## src/rtl/uart_tx_framed.sv

```systemverilog
// Burst UART transmitter that sends up to NUM_WORDS framed words back-to-back with optional parity and 1-2 stop bits.
// Start bit goes out the cycle after accept; s_ready is high only in IDLE, and requests made while busy are dropped.
module uart_tx_framed #(
    parameter int CLOCKS_PER_PULSE = 4,
    parameter int BITS_PER_WORD    = 8,
    parameter int NUM_WORDS        = 3,
    parameter int PARITY           = 0,
    parameter int STOP_BITS        = 1
) (
    input  logic                               clk,
    input  logic                               rst,
    input  logic                               s_valid,
    output logic                               s_ready,
    input  logic [NUM_WORDS*BITS_PER_WORD-1:0] s_data,
    input  logic [$clog2(NUM_WORDS+1)-1:0]     s_len,
    output logic                               tx,
    output logic                               busy,
    output logic                               done
);

    localparam int CW = $clog2(CLOCKS_PER_PULSE);
    localparam int BW = $clog2(BITS_PER_WORD);
    localparam int WW = (NUM_WORDS > 1) ? $clog2(NUM_WORDS) : 1;
    localparam int LW = $clog2(NUM_WORDS + 1);
    localparam int DW = NUM_WORDS * BITS_PER_WORD;

    localparam logic [CW-1:0] CLK_LAST  = CW'(CLOCKS_PER_PULSE - 1);
    localparam logic [BW-1:0] BIT_LAST  = BW'(BITS_PER_WORD - 1);
    localparam logic [BW-1:0] STOP_LAST = BW'(STOP_BITS - 1);

    typedef enum logic [2:0] {
        ST_IDLE,
        ST_START,
        ST_DATA,
        ST_PARITY,
        ST_STOP
    } state_t;

    state_t          state, state_n;
    logic [CW-1:0]   clk_cnt, clk_n;
    logic [BW-1:0]   bit_cnt, bit_n;
    logic [WW-1:0]   word_idx, word_n;
    logic [WW-1:0]   last_idx, last_n;
    logic [WW-1:0]   eff_last;
    logic [DW-1:0]   data_q, data_n;
    logic            par_acc, par_n;
    logic            tx_n, busy_n, done_n;
    logic            bit_end;

    assign s_ready = (state == ST_IDLE);
    assign bit_end = (clk_cnt == CLK_LAST);

    // Zero or oversized lengths fall back to a full burst.
    always_comb begin
        if (s_len == '0 || s_len > LW'(NUM_WORDS)) begin
            eff_last = WW'(NUM_WORDS - 1);
        end else begin
            eff_last = WW'(s_len - LW'(1));
        end
    end

    always_comb begin
        state_n = state;
        clk_n   = clk_cnt;
        bit_n   = bit_cnt;
        word_n  = word_idx;
        last_n  = last_idx;
        data_n  = data_q;
        par_n   = par_acc;
        tx_n    = tx;
        busy_n  = busy;
        done_n  = 1'b0;

        if (state == ST_IDLE) begin
            tx_n = 1'b1;
            if (s_valid) begin
                state_n = ST_START;
                tx_n    = 1'b0;
                clk_n   = '0;
                bit_n   = '0;
                word_n  = '0;
                last_n  = eff_last;
                data_n  = s_data;
                par_n   = 1'b0;
                busy_n  = 1'b1;
            end
        end else if (!bit_end) begin
            clk_n = clk_cnt + CW'(1);
        end else begin
            clk_n = '0;
            unique case (state)
                ST_START: begin
                    state_n = ST_DATA;
                    bit_n   = '0;
                    tx_n    = data_q[0];
                end
                // Words sit contiguously in data_q, so one shift per data bit walks the whole burst.
                ST_DATA: begin
                    par_n  = par_acc ^ data_q[0];
                    data_n = data_q >> 1;
                    if (bit_cnt == BIT_LAST) begin
                        bit_n = '0;
                        if (PARITY != 0) begin
                            state_n = ST_PARITY;
                            tx_n    = (PARITY == 2) ? par_n : ~par_n;
                        end else begin
                            state_n = ST_STOP;
                            tx_n    = 1'b1;
                        end
                    end else begin
                        bit_n = bit_cnt + BW'(1);
                        tx_n  = data_q[1];
                    end
                end
                ST_PARITY: begin
                    state_n = ST_STOP;
                    bit_n   = '0;
                    tx_n    = 1'b1;
                end
                ST_STOP: begin
                    if (bit_cnt == STOP_LAST) begin
                        bit_n = '0;
                        if (word_idx == last_idx) begin
                            state_n = ST_IDLE;
                            tx_n    = 1'b1;
                            busy_n  = 1'b0;
                            done_n  = 1'b1;
                        end else begin
                            state_n = ST_START;
                            tx_n    = 1'b0;
                            word_n  = word_idx + WW'(1);
                            par_n   = 1'b0;
                        end
                    end else begin
                        bit_n = bit_cnt + BW'(1);
                        tx_n  = 1'b1;
                    end
                end
                default: begin
                    state_n = ST_IDLE;
                    tx_n    = 1'b1;
                end
            endcase
        end
    end

    always_ff @(posedge clk or posedge rst) begin
        if (rst) begin
            state    <= ST_IDLE;
            clk_cnt  <= '0;
            bit_cnt  <= '0;
            word_idx <= '0;
            last_idx <= '0;
            data_q   <= '0;
            par_acc  <= 1'b0;
            tx       <= 1'b1;
            busy     <= 1'b0;
            done     <= 1'b0;
        end else begin
            state    <= state_n;
            clk_cnt  <= clk_n;
            bit_cnt  <= bit_n;
            word_idx <= word_n;
            last_idx <= last_n;
            data_q   <= data_n;
            par_acc  <= par_n;
            tx       <= tx_n;
            busy     <= busy_n;
            done     <= done_n;
        end
    end

endmodule

```

## config.mk

```make
export PLATFORM = sky130hd
export DESIGN_NAME = uart_tx_framed
export DESIGN_NICKNAME = d
export VERILOG_FILES = /design/src/rtl/uart_tx_framed.sv
export SDC_FILE = /design/constraint.sdc
export NUM_CORES = 1
export LEC_CHECK = 0
export CAP_MARGIN = 20
export CORE_UTILIZATION = 52
export DETAILED_ROUTE_END_ITERATION = 10
export PLACE_DENSITY = 0.82
export SYNTH_ARGS = -nofsm -noshare
export SYNTH_HDL_FRONTEND = slang
export SYNTH_SLANG_ARGS = --single-unit
```

## constraint.sdc

```tcl
create_clock -name clk -period 2.25 [get_ports clk]
set_input_delay 0.45 -clock clk [delete_from_list [all_inputs] [get_ports clk]]
set_output_delay 0.45 -clock clk [all_outputs]
set_load 0.02 [all_outputs]
```

==> results.tsv, run 1 <==
stage	metric	value	unit
run_status	status	completed	
logic_synthesis	synth_top_area_cell	dfrtp_1	
sta	clock.fmax	508.5	MHz
logic_synthesis	syn_nets	255	
setup_path	cpMaxStageDelayCell	or3_4	
floorplan	num_rows	22	
setup_path	worstSetupStartpointType	flop	
power_and_ir_drop	powerDensity	1348	nW/um^2
cells_and_area	utilization	66.51	%
logic_synthesis	synth_warnings	0	
logic_synthesis	synthCells	221	
routing	drtPass1Iterations	4	
clock_network	ctsRootBufferMaster	clkbuf_8	
cells_and_area	drive_gt1_share	9.375	%
logic_synthesis	syn_avg_cell_area	8.957	um^2
sta	timing.final.crit_share	87.41	%
routing	drtAntennaViolNets	0	
sta	grt_setup_unrepaired	false	
power_and_ir_drop	switching_power	1.355	mW
setup_path	critPathKind	flop to output port	
global_routing	grt_antenna_before_repair	0	
clock_network	cts_tree	done	
floorplan	die_height	63.70	um
floorplan	start_util	54.07	%
clock_network	clock_latency	0.28	ns
power_and_ir_drop	p_leak	1.088	nW
place	place_congestion	0.8817	
logic_synthesis	ys_ff_latch	39	
global_routing	grt.total_usage	22.02	%
sta	slew_violations	0	
power_and_ir_drop	p_seq_share	37.0	%
logic_synthesis	synth_top_area_share	48.04	%
power_and_ir_drop	internal_power	1.928	mW
power_and_ir_drop	switching_share	41.27	%
clock_network	cts_hold_buffers	0	
logic_synthesis	synthFlopType	dfrtp_1	
clock_network	post-cts-setup-buffers	0	
global_routing	grt_pass1_vias	1499	
routing	vias	1649	
logic_synthesis	synthArstFlopShare	100.0	%
sta	fin_setup_tns	0	ns
power_and_ir_drop	ir_worst_vdd	840.2	uV
power_and_ir_drop	clkPwrFrac	13.4	%
logic_synthesis	syn_area	1979	um^2
logic_synthesis	yosys.area_share.simple	19.72	%
logic_synthesis	yosysUniqueCellTypes	39	
global_routing	grt_pass1_wl	6.768	mm
setup_path	critPathMaxStageDelay	0.39	ns
sta	fin_skew	0.005285	ns
place	dp_hpwl	2.717	mm
logic_synthesis	synth.area.top_cells	dfrtp_1 (48%), nand2_1 (10%), a31oi_1 (7.3%)	
logic_synthesis	synth_fa_ha_area_share	3.161	%
logic_synthesis	synth.mux.area_fraction	2.781	%
cells_and_area	final_common_cell	nand2_1	
place	io_buffers	32	
floorplan	die_w	63.70	um
clock_network	cts_made_buffers	5	
clock_network	cts_htree_levels	2	
clock_network	cts_resized	1	
sta	timing.slew.headroom	68.84	%
clock_network	cts_buffer_depth	2	
global_routing	grt_max_degree	49	
setup_path	cp_cell_sequence	or3_4 > clkinv_2 > dlygate4sd2_1	
clock_network	cts.sinks	39	
routing	routedWlPerCell	12.65	um
setup_path	r2r_slack	0.30	ns
logic_synthesis	synth-edff-count	0	
floorplan	die-area	4057	um^2
setup_path	worstSetupEndpointType	output port	
routing	drc	0	
routing	drt_iter0_markers	68	
floorplan	core_area	3661	um^2
setup_path	cp.arrival	1.52	ns
cells_and_area	synthToLayoutAreaGrowth	23.01	%
logic_synthesis	synth_compound_area_share	17.57	%
sta	setup_violations	0	
sta	post-route-min-period	1.967	ns
setup_path	path_max_fanout	6	
sta	worst_slew_pin_slew	0.4674	ns
routing	routed_wl	3.846	mm
cells_and_area	n_antenna_cell	0	
sta	hold_viol_final	0	
power_and_ir_drop	comb_power_share	49.6	%
global_routing	grt_overflow	0	
clock_network	clkSlewWorstSetupHoldPaths	0.07	ns
run	maxCapViolations	0	
routing	viasPerCell	5.424	
floorplan	io_pins	33	
cells_and_area	layout_common_cells	nand2_1 (53), dfrtp_1 (38), clkdlybuf4s50_1 (31)	
logic_synthesis	synth-xor-area-share	0.8850	%
logic_synthesis	synth_top_family_by_area	simple AND/OR/NAND/NOR gates	
setup_path	cp.required	1.80	ns
cells_and_area	layout.nets	289	
logic_synthesis	yosysSeqAreaShare	49.37	%
worst_hold_path	min_path_type	flop to flop	
cell type report:
cell class / instances / area, um^2
Fill cell: 294 / 1226
Sequential cell: 39 / 977.2
Multi-Input combinational cell: 158 / 878.3
Timing Repair Buffer: 41 / 399.1
Clock buffer: 7 / 76.32
Tap cell: 48 / 60.06
Inverter: 10 / 38.79
Clock inverter: 1 / 5.005
synth_stat cells (2+ instances only):
cell type / number
nor2_1: 30
a21oi_1: 3
clkbuf_1: 3
o41ai_1: 2
buf_2: 6
mux2_2: 3
o31ai_1: 3
nand2_1: 53
nor3_1: 2
a31oi_1: 23
a211oi_1: 2
xor2_1: 2
o21ai_0: 9
buf_6: 4
ha_1: 5
nand2b_1: 3
dfrtp_1: 38
inv_1: 9
worst max-delay path, delay by kind of cell, from the launching register on:
kind / cells / cell delay, ns
buf+inv: 2 / 0.47
simple gates: 1 / 0.39
flops: 1 / 0.38
sequential cells by signal, indices dropped and copies added (netlist names):
| name | flops |
|---|---|
| data_q | 24 |
| bit_cnt | 3 |
| state | 3 |
| clk_cnt | 2 |
| last_idx | 2 |
| word_idx | 2 |
| busy | 1 |
| done | 1 |
| tx | 1 |
path summary, 6_finish.rpt:
kind                            start          end  cells after the start
min in group asynchronous         rst    data_q[9]                      3
min                        clk_cnt[1]   clk_cnt[1]                      2
min reg2reg                clk_cnt[1]   clk_cnt[1]                      2
max in group asynchronous         rst           tx                      3
max                          state[2]      s_ready                      3
max reg2reg                bit_cnt[0]  word_idx[0]                      6
metal layers:
layer	global-route usage, %	vias to the layer above	wire (um)
met1	29.52	773	1731
li1	-	822	-
met5	0	-	0
met2	33.51	46	1854
met3	5.978	8	197
met4	9.091	0	62
power groups by stage:
stage	clock [mW]	sequential, mW	combinational [mW]
3_5_place_dp	0	1.22	1.65
2_1_floorplan	0	1.20	1.28
3_3_place_gp	0	1.21	1.60
4_1_cts	0.451	1.21	1.65
5_1_grt	0.483	1.26	1.87
6_report	0.440	1.21	1.63
kinds of logic after synthesis:
family / Yosys count
flip-flops: 39
multiplexers: 5
AO/OA/AOI/OAI: 51
XOR/XNOR: 2
AND/OR/NAND/NOR: 95
buffers and inverters: 24
adder cells (fa/ha/maj): 5
metrics by stage:
stage | setup slack (ns) | power [mW] | instances | instance area, um^2 | hold slack [ns]
after floorplan | 0.4014 | 2.474 | 221 | 1979 | 0.4789
after global placement | 0.3347 | 2.812 | 296 | 2355 | 0.4971
after detailed placement | 0.3150 | 2.874 | 296 | 2355 | 0.5074
after CTS | 0.2718 | 3.314 | 304 | 2435 | 0.5239
after global routing | 0.2266 | 3.613 | 304 | 2435 | 0.5404
final | 0.2833 | 3.282 | 304 | 2435 | 0.5172
Note: power is estimated with default switching activity, not from simulation.
==> run 2, diff against run 1 <==
Settings changed: CORE_UTILIZATION 52 to 42, PLACE_DENSITY 0.82 to 0.69.
==> run 2 against run 1 <==
Combinational power about the same. Maximum frequency barely moved. Global-route usage decreased by 4.4 points. First-iteration DRC count decreased by 1.5%. Sequential share of layout area fell by 0.43 points. Wire length is 2.2% higher. Final area up 1.1%. Sequential power hardly changed. Clock power is 29% higher. Core utilization shrank 11 points. Final cell count up 0.99%. Sequential cell count unchanged. Largest cell class unchanged.
==> results.tsv, run 2 (synthesized netlist as in run 1, its figures left out) <==
stage	metric	value	unit	change
cells_and_area	final_common_cell	nand2_1		
sta	setup_violations	0		unchanged
clock_network	ctsRootBufferMaster	clkbuf_8		
worst_hold_path	hold_start	bit_cnt[0]		
clock_network	clock_latency	0.29	ns	about the same
setup_path	path_max_fanout	5		-1
cells_and_area	layout.nets	289		unchanged
floorplan	core_area	4444	um^2	+21%
place	dp.cells	300		+1.4%
sta	timing.slew.headroom	67.41	%	-1.4 points
routing	drt-met1-wl	1.931	mm	+12%
floorplan	num_rows	24		+9.1%
place	dp_hpwl	2.679	mm	-1.4%
clock_network	cts_resized	1		unchanged
sta	fin_hold_ws	0.5211	ns	+0.003916 ns
routing	drc	0		unchanged
clock_network	cts_htree_levels	2		unchanged
sta	fin_setup_tns	0	ns	unchanged
sta	timing.final.crit_share	87.46	%	about the same
setup_path	critPathKind	flop to output port		
clock_network	cts_hold_buffers	0		unchanged
clock_network	cts_buffer_depth	2		unchanged
global_routing	grt_max_degree	49		unchanged
routing	routed_wl	3.932	mm	+2.2%
sta	worst_slew_pin_slew	0.4889	ns	+0.02144 ns
routing	wl_met3	120	um	-39%
clock_network	cts_made_buffers	5		unchanged
run	maxCapViolations	0		unchanged
sta	hold_viol_final	0		unchanged
global_routing	grt.total_usage	17.60	%	-4.4 points
sta	slew_violations	0		unchanged
setup_path	cp.required	1.80	ns	about the same
sta	post-route-min-period	1.968	ns	+0.001116 ns
place	io_buffers	32		unchanged
cells_and_area	synthToLayoutAreaGrowth	24.34	%	
global_routing	grt_pass1_wl	6.837	mm	+1.0%
routing	drtAntennaViolNets	0		unchanged
cells_and_area	top_register	data_q		
routing	routedWlPerCell	12.81	um	+1.2%
floorplan	die_w	70.65	um	+11%
cells_and_area	drive_gt1_share	9.412	%	+0.037 points
clock_network	cts_tree	done		
setup_path	cp.arrival	1.52	ns	about the same
clock_network	post-cts-setup-buffers	0		unchanged
routing	drt_iter0_markers	67		-1.5%
cells_and_area	stdcell_area	2461	um^2	+1.1%
run_status	status	completed		
sta	grt_setup_unrepaired	false		
cells_and_area	n_antenna_cell	0		unchanged
floorplan	start_util	44.54	%	-9.5 points
routing	vias	1612		-2.2%
power_and_ir_drop	ir_worst_vdd	873.8	uV	+4.0%
cells_and_area	layout_common_cells	nand2_1 (53), dfrtp_1 (38), clkdlybuf4s50_1 (31)		
global_routing	grt_pass1_vias	1505		+0.40%
routing	dr_wl_met2	1.818	mm	-1.9%
routing	viasPerCell	5.251		-3.2%
sta	fin_skew	0.004431	ns	-0.0008544 ns
setup_path	rr_startpoint	bit_cnt[0]		
global_routing	grt_overflow	0		unchanged
place	dpl_cell_area	2360	um^2	+0.21%
routing	highest_layer	met4		
setup_path	worstSetupStartpointType	flop		
floorplan	io_pins	33		unchanged
clock_network	cts.sinks	39		unchanged
power_and_ir_drop	powerDensity	1385	nW/um^2	+2.7%
floorplan	die-area	4991	um^2	+23%
cells_and_area	largest_reg_flops	24		unchanged
global_routing	grt_antenna_before_repair	0		unchanged
floorplan	die_height	70.65	um	+11%
cells_and_area	utilization	55.38	%	-11 points
cells_and_area	finalNonFillerCells	307		+0.99%
place	place_congestion	0.8177		-7.3%
worst_hold_path	min_path_type	flop to flop		
setup_path	cp-startpoint	state[2]		
sta	clock.fmax	508.2	MHz	about the same
routing	drtPass1Iterations	4		unchanged
cells_and_area	top_regs	data_q: 24 flops, bit_cnt: 3 flops, state: 3 flops		
power_and_ir_drop	p_leak	1.097	nW	+0.83%
setup_path	worstSetupEndpointType	output port		
clock_network	clkSlewWorstSetupHoldPaths	0.07	ns	about the same
-- run 2: cell count changes in the layout (fill, tap and decap cells not counted), sizes merged --
| cell | delta |
|---|---|
| clkinv | -1 |
| bufinv | +1 |
| clkbuf | -1 |
-- run 2: layout make-up --
cell class / count / area, um^2
tap: 52 / 65.06
clock buffer: 6 / 72.57
timing repair buffer: 41 / 399.1
multi-input combinational: 158 / 878.3
sequential: 39 / 977.2
fill: 415 / 1983
clock inverter: 1 / 30.03
inverter: 10 / 38.79
-- run 2: per-stage QoR --
step / total power, mW / setup slack (ns)
after floorplan: 2.474 / 0.4014
after global placement: 2.835 / 0.3354
after detailed placement: 2.871 / 0.3200
after CTS: 3.434 / 0.2673
after global routing: 3.704 / 0.2023
final: 3.409 / 0.2822
-- run 2: report_power, final --
group	leakage, nW	switching, mW	internal (mW)	total [mW]
sequential	0.453	0.173	1.03	1.20
clock	0.0513	0.243	0.325	0.568
combinational	0.592	0.958	0.681	1.64
-- run 2: final timing paths --
kind                            cells past startpoint  slack, ns     endpoint
worst max-delay path                                3       0.28      s_ready
worst min-delay path                                1       0.52   bit_cnt[0]
worst max register to register                      6       0.30  word_idx[0]
worst min register to register                      1       0.52   bit_cnt[0]
max in group asynchronous                           3       1.32           tx
min in group asynchronous                           3       0.57   data_q[10]
-- run 2: worst max-delay path, stage by stage, from the launching register on --
cell and delay [ns]:
dfrtp_1 0.38, or3_4 0.39, clkinv_2 0.11, dlygate4sd2_1 0.34
-- run 2: layer usage --
| layer | global-route usage [%] | vias up |
|---|---|---|
| li1 | - | 821 |
| met1 | 24.03 | 758 |
| met2 | 27.40 | 26 |
| met3 | 4.274 | 7 |
| met4 | 6.667 | 0 |
| met5 | 0 | - |
